## src/rtl/ps2_pkg.sv

```systemverilog
// Shared definitions for the PS/2 receiver slice.
//   ps2_state_e : deframer FSM state encoding
//   XK_*        : bit positions inside the 16-bit xkey status word
//   FRAME_BITS  : PS/2 frame length (start + 8 data + parity + stop)
//   odd_parity_ok() : 1 when {byte, parity} holds an odd number of ones
package ps2_pkg;

  typedef enum logic [1:0] {
    IDLE   = 2'd0,
    DATA   = 2'd1,
    PARITY = 2'd2,
    STOP   = 2'd3
  } ps2_state_e;

  localparam int unsigned XK_NEMPTY  = 15;
  localparam int unsigned XK_OVF     = 14;
  localparam int unsigned XK_PERR    = 13;
  localparam int unsigned XK_FERR    = 12;
  localparam int unsigned XK_LVL_MSB = 11;
  localparam int unsigned XK_LVL_LSB = 8;
  localparam int unsigned XK_HD_MSB  = 7;
  localparam int unsigned XK_HD_LSB  = 0;

  localparam int unsigned FRAME_BITS = 11;

  function automatic logic odd_parity_ok(input logic [7:0] b, input logic p);
    return ^{b, p};
  endfunction

endpackage

```

## src/rtl/ps2_rx_fifo_sync_fifo.sv

```systemverilog
// sync_fifo: 8-bit circular buffer, depth 2**DEPTH_LOG2, with level counter.
//   clk, rst_n : clock, asynchronous active-low reset
//   push, din  : write strobe and data (ignored when full unless popping)
//   pop        : read strobe (ignored when empty)
//   dout       : registered head entry, 8'h00 when empty
//   level      : registered occupancy 0..depth
//   full/empty : registered status
module sync_fifo #(
  parameter int unsigned DEPTH_LOG2 = 3
) (
  input  logic                  clk,
  input  logic                  rst_n,
  input  logic                  push,
  input  logic                  pop,
  input  logic [7:0]            din,
  output logic [7:0]            dout,
  output logic [DEPTH_LOG2:0]   level,
  output logic                  full,
  output logic                  empty
);

  localparam int unsigned DEPTH = 1 << DEPTH_LOG2;
  localparam int unsigned PW    = DEPTH_LOG2;
  localparam int unsigned LW    = DEPTH_LOG2 + 1;

  logic [7:0]    mem_q [DEPTH];
  logic [PW-1:0] wr_ptr_q, wr_ptr_d;
  logic [PW-1:0] rd_ptr_q, rd_ptr_d;
  logic [LW-1:0] level_q, level_d;
  logic          full_q, full_d;
  logic          empty_q, empty_d;
  logic [7:0]    dout_q, dout_d;
  logic          pop_eff, push_eff;

  // A pop in the same cycle frees the slot, so a full FIFO still accepts the push.
  assign pop_eff  = pop & ~empty_q;
  assign push_eff = push & (~full_q | pop_eff);

  always_comb begin
    wr_ptr_d = wr_ptr_q;
    rd_ptr_d = rd_ptr_q;
    level_d  = level_q;
    if (push_eff) wr_ptr_d = wr_ptr_q + 1'b1;
    if (pop_eff)  rd_ptr_d = rd_ptr_q + 1'b1;
    case ({push_eff, pop_eff})
      2'b10:   level_d = level_q + 1'b1;
      2'b01:   level_d = level_q - 1'b1;
      default: level_d = level_q;
    endcase
    empty_d = (level_d == '0);
    full_d  = (level_d == LW'(DEPTH));
    // Head is registered from next-state, bypassing the write when the
    // incoming byte lands on the new read slot.
    if (empty_d)
      dout_d = '0;
    else if (push_eff && (wr_ptr_q == rd_ptr_d))
      dout_d = din;
    else
      dout_d = mem_q[rd_ptr_d];
  end

  always_ff @(posedge clk) begin
    if (push_eff) mem_q[wr_ptr_q] <= din;
  end

  always_ff @(posedge clk or negedge rst_n) begin
    if (!rst_n) begin
      wr_ptr_q <= '0;
      rd_ptr_q <= '0;
      level_q  <= '0;
      full_q   <= 1'b0;
      empty_q  <= 1'b1;
      dout_q   <= '0;
    end else begin
      wr_ptr_q <= wr_ptr_d;
      rd_ptr_q <= rd_ptr_d;
      level_q  <= level_d;
      full_q   <= full_d;
      empty_q  <= empty_d;
      dout_q   <= dout_d;
    end
  end

  assign dout  = dout_q;
  assign level = level_q;
  assign full  = full_q;
  assign empty = empty_q;

endmodule

```

## src/rtl/ps2_rx_fifo.sv

```systemverilog
// ps2_rx_fifo: PS/2 keyboard receiver with scan-code FIFO (clk25 domain).
//   clk      : system clock
//   rst      : asynchronous active-low reset
//   ps2_clk  : raw asynchronous PS/2 clock
//   ps2_data : raw asynchronous PS/2 data
//   rd_en    : one-cycle pop strobe
//   err_clr  : one-cycle strobe clearing ovf/perr/ferr
//   xkey     : {nempty, ovf, perr, ferr, level[3:0], head[7:0]}
module ps2_rx_fifo
  import ps2_pkg::*;
#(
  parameter int unsigned DEPTH_LOG2  = 3,
  parameter int unsigned TIMEOUT_CYC = 50000,
  parameter int unsigned SYNC_STAGES = 2
) (
  input  logic        clk,
  input  logic        rst,
  input  logic        ps2_clk,
  input  logic        ps2_data,
  input  logic        rd_en,
  input  logic        err_clr,
  output logic [15:0] xkey
);

  localparam int unsigned TO_W      = (TIMEOUT_CYC > 2) ? $clog2(TIMEOUT_CYC) : 1;
  localparam int unsigned DATA_BITS = FRAME_BITS - 3;

  logic [SYNC_STAGES-1:0] clk_sync_q;
  logic [SYNC_STAGES-1:0] dat_sync_q;
  logic                   clk_s, dat_s, clk_prev_q, fall;

  ps2_state_e  state_q;
  logic [2:0]  bit_cnt_q;
  logic [7:0]  shift_q;
  logic        perr_frame_q;
  logic [TO_W-1:0] to_cnt_q;
  logic        push_q;
  logic [7:0]  push_byte_q;
  logic        ovf_q, perr_q, ferr_q;

  logic [7:0]          fifo_head;
  logic [DEPTH_LOG2:0] fifo_level;
  logic                fifo_full, fifo_empty;

  always_ff @(posedge clk or negedge rst) begin
    if (!rst) begin
      clk_sync_q <= '1;
      dat_sync_q <= '1;
      clk_prev_q <= 1'b1;
    end else begin
      clk_sync_q <= {clk_sync_q[SYNC_STAGES-2:0], ps2_clk};
      dat_sync_q <= {dat_sync_q[SYNC_STAGES-2:0], ps2_data};
      clk_prev_q <= clk_s;
    end
  end

  assign clk_s = clk_sync_q[SYNC_STAGES-1];
  assign dat_s = dat_sync_q[SYNC_STAGES-1];
  assign fall  = clk_prev_q & ~clk_s;

  // Deframer, timeout and sticky flags. Flag sets are written after the
  // clear so that a coincident set wins.
  always_ff @(posedge clk or negedge rst) begin
    if (!rst) begin
      state_q      <= IDLE;
      bit_cnt_q    <= '0;
      shift_q      <= '0;
      perr_frame_q <= 1'b0;
      to_cnt_q     <= '0;
      push_q       <= 1'b0;
      push_byte_q  <= '0;
      ovf_q        <= 1'b0;
      perr_q       <= 1'b0;
      ferr_q       <= 1'b0;
    end else begin
      push_q <= 1'b0;
      if (err_clr) begin
        ovf_q  <= 1'b0;
        perr_q <= 1'b0;
        ferr_q <= 1'b0;
      end
      if (push_q && fifo_full && !rd_en) ovf_q <= 1'b1;

      if (state_q == IDLE) begin
        to_cnt_q <= '0;
        if (fall && !dat_s) begin
          state_q   <= DATA;
          bit_cnt_q <= '0;
        end
      end else if (fall) begin
        to_cnt_q <= '0;
        case (state_q)
          DATA: begin
            shift_q   <= {dat_s, shift_q[7:1]};
            bit_cnt_q <= bit_cnt_q + 1'b1;
            if (bit_cnt_q == 3'(DATA_BITS - 1)) state_q <= PARITY;
          end
          PARITY: begin
            perr_frame_q <= ~odd_parity_ok(shift_q, dat_s);
            state_q      <= STOP;
          end
          STOP: begin
            if (!dat_s) begin
              ferr_q <= 1'b1;
            end else if (perr_frame_q) begin
              perr_q <= 1'b1;
            end else begin
              push_q      <= 1'b1;
              push_byte_q <= shift_q;
            end
            state_q <= IDLE;
          end
          default: state_q <= IDLE;
        endcase
      end else if (to_cnt_q == TO_W'(TIMEOUT_CYC - 1)) begin
        state_q  <= IDLE;
        to_cnt_q <= '0;
        ferr_q   <= 1'b1;
      end else begin
        to_cnt_q <= to_cnt_q + 1'b1;
      end
    end
  end

  sync_fifo #(
    .DEPTH_LOG2(DEPTH_LOG2)
  ) u_fifo (
    .clk   (clk),
    .rst_n (rst),
    .push  (push_q),
    .pop   (rd_en),
    .din   (push_byte_q),
    .dout  (fifo_head),
    .level (fifo_level),
    .full  (fifo_full),
    .empty (fifo_empty)
  );

  // A full 16-deep FIFO wraps to 4'h0 here; nempty still reads 1.
  assign xkey[XK_NEMPTY]               = ~fifo_empty;
  assign xkey[XK_OVF]                  = ovf_q;
  assign xkey[XK_PERR]                 = perr_q;
  assign xkey[XK_FERR]                 = ferr_q;
  assign xkey[XK_LVL_MSB:XK_LVL_LSB]   = 4'(fifo_level);
  assign xkey[XK_HD_MSB:XK_HD_LSB]     = fifo_head;

endmodule
```

## config.mk

```make
export PLATFORM = sky130hd
export DESIGN_NAME = ps2_rx_fifo
export DESIGN_NICKNAME = d
export VERILOG_FILES = /design/src/rtl/ps2_pkg.sv /design/src/rtl/ps2_rx_fifo_sync_fifo.sv /design/src/rtl/ps2_rx_fifo.sv
export SDC_FILE = /design/constraint.sdc
export NUM_CORES = 1
export LEC_CHECK = 0
export ABC_AREA = 1
export CAP_MARGIN = 25
export CORE_MARGIN = 2
export CORE_UTILIZATION = 35
export CTS_BUF_LIST = sky130_fd_sc_hd__clkbuf_8
export CTS_CLUSTER_SIZE = 20
export DETAILED_ROUTE_END_ITERATION = 12
export PLACE_DENSITY_LB_ADDON = 0.05
export RECOVER_POWER = 100
export SLEW_MARGIN = 20
export SYNTH_ARGS = -nofsm -noshare
export SYNTH_HDL_FRONTEND = slang
export SYNTH_SLANG_ARGS = --single-unit
```

## constraint.sdc

```tcl
create_clock -name clk -period 3.5 [get_ports clk]
set_input_delay 1.05 -clock clk [delete_from_list [all_inputs] [get_ports clk]]
set_output_delay 1.05 -clock clk [all_outputs]
set_load 0.02 [all_outputs]
```

# [After elaboration in Yosys (flattened, before gate mapping)]
# Memory sizes are Yosys's and may differ from the RTL's.
# Cells that the tools add are included.
[totals] ff_bits=67 ram_bits=64 input_bits=6 out_inout_bits=16 word_cells=103 n_memories=1
[classes] add_sub_neg=6 n_eq_ne=11 mux=38 bitwise=10 reduce_logical=18
[mem_list] name="u_fifo.mem_q" depth=8 width=8 read_ports=1 rd_ports_with_merged_regs=0 wr=1 line_no="ps2_rx_fifo_sync_fifo.sv:26" source="logic [7:0] mem_q [DEPTH];"
[op_table] operator="two-way mux 16 bit" count=3
[op_table] operator="two-way mux 1 bit" count=21
[op_table] operator="adder 16 x 1 -> 16 bit, second input constant" count=1
[op_table] operator="== test 16 bit, second input constant" count=1
[op_table] operator="two-way mux 8 bit" count=2
[op_table] operator="two-way mux 3 bit" count=5
[op_table] operator="AND reduction 3 bit" count=4
[op_table] operator="two-way mux 2 bit" count=5
[op_table] operator="adder 3 x 1 -> 3 bit, second input constant" count=3
[op_table] operator="XOR reduction 9 bit" count=1
[op_table] operator="case mux 4 bit (2 select lines)" count=1
[op_table] operator="== test 2 bit, second input constant" count=3
[op_table] operator="inverter 1 bit" count=6
[op_table] operator="nonzero test 2 bit" count=3
[op_table] operator="AND reduction 5 bit" count=1
[op_table] operator="adder 4 x 1 -> 4 bit, second input constant" count=1
[op_table] operator="== test 2 x 1 -> 1 bit, second input constant" count=2
[op_table] operator="== test 4 bit, second input constant" count=1
[op_table] operator="logical AND 1 bit" count=4
[op_table] operator="logical NOT 4 bit" count=1
[op_table] operator="inequality test 4 bit, second input constant" count=1
[op_table] operator="case mux 2 bit (2 select lines)" count=1
[op_table] operator="subtractor 4 x 1 -> 4 bit, second input constant" count=1
[op_table] operator="bitwise AND 1 bit" count=3
[op_table] operator="other kinds (7)" count=8

# [Depth between registers and ports, before layout]
[logic_depth] ltp_word=8 ltp_mapped=19 ltp_nobuf=19

# [Cells and area by module]
# A second synthesis with hierarchy kept.
[hier_totals] cells_unflattened=625 hier_area_um2=6055.8
[by_module_without_submodules] module="sync_fifo" n_inst=1 cells_each=345 area_per_inst_um2=3724.8 seq_area_each_um2=2423.6
[by_module_without_submodules] module="ps2_rx_fifo" n_inst=1 cells_each=280 area_per_inst_um2=2331.0 seq_area_each_um2=1182.4

# [Worst setup path after synthesis]
# OpenSTA, ideal clock, no wires.
[synth_path] path_kind="in2reg" start="input port rd_en" end="register u_fifo.dout_q[6], in the netlist u_fifo.dout[6]" setup_ps=116 t_arrival_ps=2639 t_required_ps=3384 path_slack_ps=745 path_stages=14 n_path_buf=0 path_cell_list="nand2_2 nand2_1 nand2_1 ha_1 nand2_1 inv_1 nor2_1 ha_1 o21ai_0 nand2_1 nor2_1 nand3_2 inv_1 nor2_1"
[synth_via] elab_chain_cells=7 elab_cells_between_ends=13 classes_between="3 x eq/ne; 4 x mux; 3 x bitwise; 2 x reduce/logical; 1 x memory"
[synth_lines] element="start, declared" line_no="ps2_rx_fifo.sv:20" source="input logic rd_en,"
[synth_lines] element="bitwise AND 1 bit *" line_no="ps2_rx_fifo_sync_fifo.sv:36" source="assign pop_eff = pop & ~empty_q;"
[synth_lines] element="bitwise OR 1 bit" line_no="ps2_rx_fifo_sync_fifo.sv:37" source="assign push_eff = push & (~full_q | pop_eff);"
[synth_lines] element="bitwise AND 1 bit" line_no="ps2_rx_fifo_sync_fifo.sv:37"
[synth_lines] element="== test 2 x 1 -> 1 bit or == test 2 bit (tied branches)" line_no="ps2_rx_fifo_sync_fifo.sv:45" source="case ({push_eff, pop_eff})"
[synth_lines] element="case mux 4 bit (2 select lines) *" line_no="ps2_rx_fifo_sync_fifo.sv:45"
[synth_lines] element="logical NOT 4 bit *" line_no="ps2_rx_fifo_sync_fifo.sv:50" source="empty_d = (level_d == '0);"
[synth_lines] element="named net u_fifo.empty_d" line_no="ps2_rx_fifo_sync_fifo.sv:31" source="logic empty_q, empty_d;"
[synth_lines] element="two-way mux 8 bit *" line_no="ps2_rx_fifo_sync_fifo.sv:54" source="if (empty_d)"
[synth_lines] element="named net u_fifo.dout_d[6]" line_no="ps2_rx_fifo_sync_fifo.sv:32" source="logic [7:0] dout_q, dout_d;"
[synth_lines] element="end signal, assigned" line_no="ps2_rx_fifo_sync_fifo.sv:80" source="dout_q <= dout_d;"
[synth_lines] element="end, declared" line_no="ps2_rx_fifo_sync_fifo.sv:32"
# Mark *: on every way through the listed nets, which the timed path passes. The rest lies on a longest branch.
# A chain may end at the register's enable or synchronous reset.

# [Worst setup path in the final report]
# Ends and elaborated chain as after synthesis.

==> results_dict.tcl <==
set metrics [dict create \
    outcome "finished, violations left" \
    violations "max-capacitance violations, max-slew violations" \
    multi_input_area_sq_um 1880 \
    synth-main-ff-cell "edfxtp_1" \
    cts_setup_buffers 0 \
    hp-class "reg2reg" \
    instances_no_fill 867 \
    cp-start-kind "primary input" \
    power_density_nw_per_um2 762 \
    grt_pass1_wl_microns 20800 \
    routed_wl_microns 12300 \
    core_area_sq_um 16400 \
    setup_slack_ns 0.392 \
    cp_slowest_cell "clkdlybuf4s50_1" \
    cp_max_fo 8 \
    fin_skew_ns 0.0139 \
    cts_made_buffers 17 \
    drt_iter0_drc 301 \
    syn_to_final_growth_pct 14.3 \
    final.fill_count 1629 \
    setup_viol 0 \
    grt_max_degree 68 \
    htreeDepth 4 \
    syn_inst 592 \
    cts_hold_buffers 0 \
    cts.clk_slew.worst_paths_ns 0.08 \
    slew_viol_final 68 \
    layout.nets 653 \
    grt_usage_pct 15.3 \
    path_delay_family "simple AND/OR/NAND/NOR gates" \
    antenna_cells 0 \
    grt_pass1_vias 3979 \
    cp.required_ns 3.84 \
    period_minus_slack_ns 3.11 \
    gp_congestion 0.812 \
    cts_tree "done" \
    io_pins 22 \
    synth.distinct_cells 33 \
    drc_errors 0 \
    regArea_sq_um 3610 \
    vias_per_cell 4.60 \
    place_hpwl_microns 8360 \
    syn_area_per_cell_sq_um 9.85 \
    initial_core_util_pct 35.5 \
    ant_nets 0 \
    place_inst 835 \
    crit_buf_inv 3 \
    ys.warnings.count 0 \
    relSlewSlack_pct -11.2 \
    drv_cap 1 \
    die_y_microns 133 \
    place_ws_ns -0.0449 \
    placementRows 47 \
    portBuffers 21 \
    synth-edff-count 64 \
    p_leak_nw 2.94 \
    cpPeakStageDelay_ns 0.51 \
    worstSetupEndpointType "flip-flop" \
    fp.dieW_microns 133 \
    grt_overflow 0 \
    layout-drive-gt1-share_pct 7.88 \
    num_vias 3985 \
    timing.fmax_ghz 0.322 \
    cts_max_path_buffers 2 \
    fin_crit_sh_pct 88.8 \
    clock_latency_ns 0.44 \
    crit_chain "clkdlybuf4s50_1 -> nand2_1 -> nand2_1 -> nand2_1 -> ha_1 -> nand2_1 -> inv_1 -> nor2_1 -> ha_1 -> o21ai_0 -> nand2_1 -> nor2_1 -> nand3_2 -> inv_1 -> nor2_1" \
    synth_fp_nets 611 \
    synth_seq_cells 131 \
    cts.sinks 131 \
    cts_resized 0 \
    ys_seq_area_share_pct 61.9 \
    finalPower_mw 5.08 \
    final-hold-violation-count 0 \
    path_common_cell "nand2_1" \
    worst-setup-path-type "in2reg" \
    rsz0062_at_grt "no" \
    async_reset_ff_share_pct 51.1 \
    ir_drop_uv 263 \
    arrival_ns 3.45 \
    cts-root-buf "clkbuf_8" \
    antenna_found_initial 0 \
    wl_per_cell_microns 14.2 \
    syn_area_sq_um 5830 \
    dieArea_sq_um 17700 \
    tightest_slew_ns 1.67 \
    dr.pass1.iters 4 \
]
## registers in the layout, summed over array words and instances (netlist names), 2 cells and up
signal	count
u_fifo.mem_q	64
clk_sync_q	2
push_byte_q	8
state_q	2
dat_sync_q	2
u_fifo.rd_ptr_q	3
shift_q	8
u_fifo.dout	8
u_fifo.level	4
to_cnt_q	16
bit_cnt_q	3
u_fifo.wr_ptr_q	3
## cell families (layout without fill, tap and decap cells)
| family | after synthesis | in the layout | synth area share, % |
|---|---|---|---|
| AOI/OAI and AO/OA | 65 | 65 | 5.95 |
| xor gates and xnor gates | 10 | 10 | 1.50 |
| adders and majority gates | 13 | 13 | 2.79 |
| buffers and inverters | 74 | 129 | 5.37 |
| DFF | 131 | 131 | 61.9 |
| and+or+nand+nor | 299 | 299 | 22.5 |
## metal layers
layer  track usage (%)  part of all wire, %  wire length, microns  up-vias
met1              20.2                   49                  6010     1876
li1                  -                    -                     -     2036
met5                 0                    0                     0        -
met3              4.14                  3.4                   422       14
met4              4.66                  1.1                   138        0
met2              24.6                   47                  5770       59
## where the power goes
group / internal [mW] / switching, mW
registers: 1.84 / 0.179
clock network: 0.639 / 0.559
logic: 0.681 / 1.18
## path summary, 6_finish.rpt
check	startpoint	end	slack, ns	cells past startpoint
min reg2reg	dat_sync_q[0]$_DFF_PN1_	dat_sync_q[1]$_DFF_PN1_	0.36	0
min	dat_sync_q[0]$_DFF_PN1_	dat_sync_q[1]$_DFF_PN1_	0.36	0
min in group asynchronous	rst	u_fifo.level[1]$_DFF_PN0_	1.12	2
max in group asynchronous	rst	push_byte_q[2]$_DFFE_PN0P_	1.37	2
max reg2reg	u_fifo.empty$_DFF_PN1_	u_fifo.dout[6]$_DFF_PN0_	0.93	15
max	rd_en	u_fifo.dout[6]$_DFF_PN0_	0.39	15
## cell usage in the layout, fill, tap and decap left out, types with 2 or more instances in the layout
cell type	netlist	final
a21oi_1	25	25
clkbuf_8	0	22
edfxtp_1	64	64
nand3_1	54	54
xor2_1	6	6
xnor2_1	4	4
nand2_1	165	167
dfrtp_1	61	61
nor2_1	48	49
nor3_1	4	4
clkbuf_1	1	10
nand2_2	4	2
o21ai_0	34	34
nand3_2	2	2
dlygate4sd3_1	0	19
nor2_2	2	2
inv_2	2	2
inv_1	57	63
clkinv_2	0	2
buf_4	7	5
nand4_1	5	5
dfstp_2	6	4
ha_1	13	13
dfstp_1	0	2
nand3b_1	9	9
## cells in the mapped netlist (all sizes together), types with 2 or more instances
| master | number | area share (%) |
|---|---|---|
| a21oi | 26 | 2.3 |
| buf | 14 | 1.5 |
| dfrtp | 61 | 26 |
| dfstp | 6 | 2.7 |
| edfxtp | 64 | 33 |
| ha | 13 | 2.8 |
| inv | 59 | 3.8 |
| nand2 | 170 | 11 |
| nand3 | 56 | 5.0 |
| nand3b | 9 | 1.2 |
| nand4 | 5 | 0.54 |
| nor2 | 52 | 3.7 |
| nor3 | 4 | 0.34 |
| o21ai | 34 | 2.9 |
| or2 | 2 | 0.21 |
| xnor2 | 4 | 0.60 |
| xor2 | 6 | 0.90 |
## cell type report
class,instances,share of cell area (%)
Inverter,59,3.32
Timing Repair Buffer,38,4.58
Multi-Input combinational cell,387,28.3
Tap cell,220,4.13
Clock inverter,10,1.03
Sequential cell,131,54.1
Clock buffer,22,4.54
## per-stage QoR
step                area [sq um]  hold WS, ns  util (%)  TNS [ns]
floorplan                   5830        0.345         -         0
global placement            6370        0.346      38.8         0
detailed placement          6370        0.347      38.8   -0.0966
CTS                         6740        0.358      41.1         0
global route                6660        0.371      40.6         0
finish                      6660        0.361      40.6         0
(Power assumes the default switching activity.)
